$ cat src/rtl/demux2_pkg.sv
// Shared types and constants for the registered 1-to-2 demultiplexer.
// The cnt0/cnt1 statistics ports are built only when DEMUX2_STATS_EN is defined.
package demux2_pkg;

  localparam int BUF_DEPTH = 2;
  localparam int CNT_W     = 32;

  typedef enum logic [1:0] {
    EMPTY = 2'd0,
    HALF  = 2'd1,
    FULL  = 2'd2
  } chan_state_e;

endpackage

$ cat src/rtl/demux2_chan_buf.sv
// One output channel: a 2-entry FIFO whose head is always entry 0.
// next_full is exported so the top can register in_ready without any input-to-output path.
module demux2_chan_buf
  import demux2_pkg::*;
#(
  parameter int n = 32
) (
  input  logic         clk,
  input  logic         reset,
  input  logic         push,
  input  logic [n-1:0] push_data,
  input  logic         pop,
  output logic [n-1:0] head_data,
  output logic         head_valid,
  output logic         next_full
);

  chan_state_e  state_q, state_d;
  logic [n-1:0] entry_q [BUF_DEPTH];
  logic [n-1:0] entry_d [BUF_DEPTH];

  always_ff @(posedge clk or posedge reset) begin
    if (reset) begin
      state_q    <= EMPTY;
      entry_q[0] <= '0;
      entry_q[1] <= '0;
    end else begin
      state_q    <= state_d;
      entry_q[0] <= entry_d[0];
      entry_q[1] <= entry_d[1];
    end
  end

  // A pop on an empty channel is ignored; push+pop in HALF replaces the head.
  always_comb begin
    state_d    = state_q;
    entry_d[0] = entry_q[0];
    entry_d[1] = entry_q[1];
    unique case (state_q)
      EMPTY: begin
        if (push) begin
          state_d    = HALF;
          entry_d[0] = push_data;
        end
      end
      HALF: begin
        if (push && pop) begin
          entry_d[0] = push_data;
        end else if (push) begin
          state_d    = FULL;
          entry_d[1] = push_data;
        end else if (pop) begin
          state_d = EMPTY;
        end
      end
      FULL: begin
        if (pop) begin
          state_d    = HALF;
          entry_d[0] = entry_q[1];
          if (push) begin
            state_d    = FULL;
            entry_d[1] = push_data;
          end
        end
      end
      default: state_d = EMPTY;
    endcase
  end

  always_comb begin
    head_valid = (state_q != EMPTY);
    head_data  = entry_q[0];
    next_full  = (state_d == FULL);
  end

endmodule

$ cat src/rtl/demux2_n_pipe.sv
// Registered 1-to-2 demultiplexer: steers each accepted item into one of two 2-entry channels.
// Optional feature macro: DEMUX2_STATS_EN adds the cnt0/cnt1 accepted-item counters.
module demux2_n_pipe
  import demux2_pkg::*;
#(
  parameter int n = 32
) (
  input  logic             clk,
  input  logic             reset,
  input  logic [n-1:0]     in_data,
  input  logic             in_sel,
  input  logic             in_valid,
  output logic             in_ready,
  output logic [n-1:0]     out0_data,
  output logic             out0_valid,
  input  logic             out0_ready,
  output logic [n-1:0]     out1_data,
  output logic             out1_valid,
  input  logic             out1_ready
`ifdef DEMUX2_STATS_EN
  ,
  output logic [CNT_W-1:0] cnt0,
  output logic [CNT_W-1:0] cnt1
`endif
);

  logic in_ready_q, in_ready_d;
  logic accept, push0, push1;
  logic next_full0, next_full1;

  always_comb begin
    accept = in_valid & in_ready_q;
    push0  = accept & ~in_sel;
    push1  = accept & in_sel;
  end

  demux2_chan_buf #(.n(n)) u_chan0 (
    .clk        (clk),
    .reset      (reset),
    .push       (push0),
    .push_data  (in_data),
    .pop        (out0_ready),
    .head_data  (out0_data),
    .head_valid (out0_valid),
    .next_full  (next_full0)
  );

  demux2_chan_buf #(.n(n)) u_chan1 (
    .clk        (clk),
    .reset      (reset),
    .push       (push1),
    .push_data  (in_data),
    .pop        (out1_ready),
    .head_data  (out1_data),
    .head_valid (out1_valid),
    .next_full  (next_full1)
  );

  // Either channel going FULL stalls the input, so in_ready never depends on in_sel.
  always_comb begin
    in_ready_d = ~(next_full0 | next_full1);
    in_ready   = in_ready_q;
  end

  always_ff @(posedge clk or posedge reset) begin
    if (reset) in_ready_q <= 1'b0;
    else       in_ready_q <= in_ready_d;
  end

`ifdef DEMUX2_STATS_EN
  logic [CNT_W-1:0] cnt0_q, cnt0_d, cnt1_q, cnt1_d;

  always_comb begin
    cnt0_d = cnt0_q + CNT_W'(push0);
    cnt1_d = cnt1_q + CNT_W'(push1);
    cnt0   = cnt0_q;
    cnt1   = cnt1_q;
  end

  always_ff @(posedge clk or posedge reset) begin
    if (reset) begin
      cnt0_q <= '0;
      cnt1_q <= '0;
    end else begin
      cnt0_q <= cnt0_d;
      cnt1_q <= cnt1_d;
    end
  end
`endif

endmodule

$ cat config.mk
export PLATFORM = sky130hd
export DESIGN_NAME = demux2_n_pipe
export DESIGN_NICKNAME = d
export VERILOG_FILES = /design/src/rtl/demux2_pkg.sv /design/src/rtl/demux2_chan_buf.sv /design/src/rtl/demux2_n_pipe.sv
export SDC_FILE = /design/constraint.sdc
export NUM_CORES = 1
export LEC_CHECK = 0
export BUFFER_PORTS_ARGS = -buffer_cell sky130_fd_sc_hd__buf_2
export CAP_MARGIN = 30
export CORE_MARGIN = 2
export CORE_UTILIZATION = 55
export DETAILED_ROUTE_END_ITERATION = 16
export PLACE_DENSITY = 0.78
export SYNTH_ARGS = -nofsm -noshare
export SYNTH_HDL_FRONTEND = slang
export SYNTH_SLANG_ARGS = --single-unit
$ cat constraint.sdc
create_clock -name clk -period 4.86 [get_ports clk]
set_clock_uncertainty 0.15 [all_clocks]
set_input_delay 0.486 -clock clk [delete_from_list [all_inputs] [get_ports clk]]
set_output_delay 0.486 -clock clk [all_outputs]
set_load 0.02 [all_outputs]
==> out/metrics.yaml <==
critical_path:
  cp-start-kind: "flop"
  worstPathArrival_ns: 2.71
  cp.required_ns: 5.10
  worstSetupEndpointType: "flop"
  crit_type: "flop to flop"
  cp_max_fo: 17
power:
  power.density_nw_per_um2: 673
  p_leak_nw: 3.19
  power_mw: 4.60
  ir_worst_vdd_mv: 0.287
sta:
  relSlewSlack_pct: 36.8
  grt_setup_unrepaired: "no"
  fmax_mhz: 406
  worst_pin_slew_ns: 0.948
  finalSetupViolCount: 0
  final.setup.tns_ns: 0
  slew_violations: 0
  finalCritPeriodShare_pct: 50.7
  fin_crit_ns: 2.47
  finalHoldViolCount: 0
synthesis:
  synth-main-ff-cell: "dfrtp_1"
  synth_top_cell_area_share_pct: 54.0
  synthTopCellsByCount: "133 x dfrtp_1, 64 x a21oi_1, 64 x buf_4"
  yosys.area.top_type: "dfrtp_1"
  ys_seq_area_share_pct: 54.0
  synth.distinct_cells: 32
  yosys.cell_count.top_type: "dfrtp_1"
  synth_area_um2: 6160
  avgSynthCellArea_um2: 12.0
  yosys_warnings: 0
  synth_nets: 552
  synth-edff-count: 0
  synthArstFlopShare_pct: 100
  synth_cells: 514
  synth.area.top_cells: "dfrtp_1 54%, buf_4 7.8%, mux2_4 7.3%, mux2_2 5.9%, mux2i_1 5.4%"
  ys_ff_latch: 133
clock_tree:
  cts_tree: "built"
  path_clk_slew_ns: 0.06
  post_cts_resized: 0
  cts_setup_buffers: 0
  cts_root_buf: "clkbuf_8"
  cts_buffer_depth: 2
  ctsHtreeMaxLevel: 4
  cts_sinks: 133
  clock_latency_ns: 0.52
  cts_hold_buf: 1
  cts_made_buffers: 17
detailed_routing:
  vias: 3860
  routedWlPerCell_um: 17.7
  dr.first_iter.drc_count: 303
  wl_um: 12500
  drc_errors: 0
  ant_nets: 0
  first_pass_iters: 4
  vias_per_cell: 5.46
floorplan:
  start_util_pct: 56.6
  io_pins: 105
  core_um2: 10900
  rows: 38
  chipWidth_um: 110
  die_area_um2: 12100
  chipHeight_um: 110
run:
  cap_violations: 0
run_status:
  outcome: "finished clean"
place:
  hpwl_um: 8200
  numPortBuffers: 104
  place_inst: 674
  finalWeightedCongestion: 0.805
final_layout:
  antenna_cells: 0
  drive_above_1_share_pct: 37.9
  stdcell_count: 707
  syn2layout_area_growth_pct: 10.8
  filler_cell_count: 834
  nets: 592
worst_hold_path:
  hold_path_class: "input pin to flop"
global_routing:
  antenna_found_initial: 0
  grt_usage_pct: 22.5
  grt_max_degree: 90
  grt_pass1_wl_um: 20400
  gr-total-overflow: 0
  first_global_vias: 3984
[path summary, 6_finish.rpt]
check                                          from                    end  slack [ns]  cells past startpoint
worst max-delay path                       in_ready  u_chan1.head_data[19]        2.39                      5
worst min-delay path                    in_data[17]    u_chan1.entry_q[17]        0.09                      2
worst max register to register             in_ready  u_chan1.head_data[19]        2.39                      5
worst min register to register  u_chan0.entry_q[24]    u_chan0.entry_q[24]        0.34                      1
max in group asynchronous                     reset  u_chan0.head_data[28]        2.97                      4
min in group asynchronous                     reset  u_chan0.head_data[17]        0.48                      3
[state kept, by name (all words and copies together) (netlist names)]
| register | flops |
|---|---|
| u_chan0.entry_q | 32 |
| u_chan0.state_q | 2 |
| u_chan1.entry_q | 32 |
| u_chan1.state_q | 2 |
| u_chan1.head_data | 32 |
| in_ready | 1 |
| u_chan0.head_data | 32 |
[metrics by stage]
| stage | worst slack (ns) | cell area [um2] | utilization, % | hold slack, ns |
|---|---|---|---|---|
| 6_report | 2.39 | 6830 | 62.7 | 0.0950 |
| 5_1_grt | 2.27 | 6830 | 62.7 | 0.0841 |
| 4_1_cts | 2.42 | 6830 | 62.7 | 0.0745 |
| 3_5_place_dp | 2.27 | 6270 | 57.6 | 0.330 |
| 3_3_place_gp | 2.25 | 6250 | 57.4 | 0.319 |
| 2_1_floorplan | 0.670 | 6160 | - | 0.308 |
[power by group]
group          switching [mW]  internal (mW)
Sequential              0.300           1.64
Combinational           0.840          0.657
Clock                   0.470          0.687
[layer usage]
layer	part of all wire [%]	vias to the layer above	wire length, um	GRT usage [%]
met2	48	115	6040	35.2
met5	0	-	0	0
met4	2.1	0	265	9.95
met3	4.6	21	577	4.45
li1	-	1786	-	-
met1	45	1938	5610	30.7
[kinds of logic after synthesis]
family                 synth area share [%]
buffers and inverters                  13.0
flip-flops                             54.0
multiplexers                           18.9
AO/OA/AOI/OAI                          9.96
AND/OR/NAND/NOR                        3.94
XOR/XNOR                              0.142
[cell type report]
class                      instances  area, um2  area share, %
tap                              140        175           2.57
clock inverter                    13        110           1.61
sequential                       133       3330           48.8
inverter                          35        136           2.00
multi-input combinational        255       2040           29.9
clock buffer                      19        432           6.32
timing repair buffer             112        603           8.84
[placed cells by master, fill, tap and decap left out, types with 2 or more instances in the layout]
| cell | instances |
|---|---|
| buf_2 | 104 |
| o21ai_0 | 2 |
| nor2_1 | 35 |
| clkinv_4 | 2 |
| mux2_1 | 2 |
| mux2i_1 | 33 |
| inv_1 | 33 |
| mux2_4 | 30 |
| o22ai_1 | 34 |
| clkbuf_16 | 16 |
| dfrtp_1 | 133 |
| clkinv_2 | 5 |
| nand2_1 | 2 |
| mux2_2 | 32 |
| nand3_1 | 3 |
| or2_2 | 2 |
| nor2b_1 | 4 |
| a21oi_1 | 64 |
| clkinvlp_4 | 5 |
| clkbuf_8 | 2 |
| buf_4 | 6 |
[worst max-delay path: stages (launching register included)]
cell	delay, ns
dfrtp_1	0.44
nand3_1	0.32
nor2_1	0.14
a22oi_2	0.81
buf_4	0.37
a21oi_1	0.11
(Power assumes the default switching activity.)
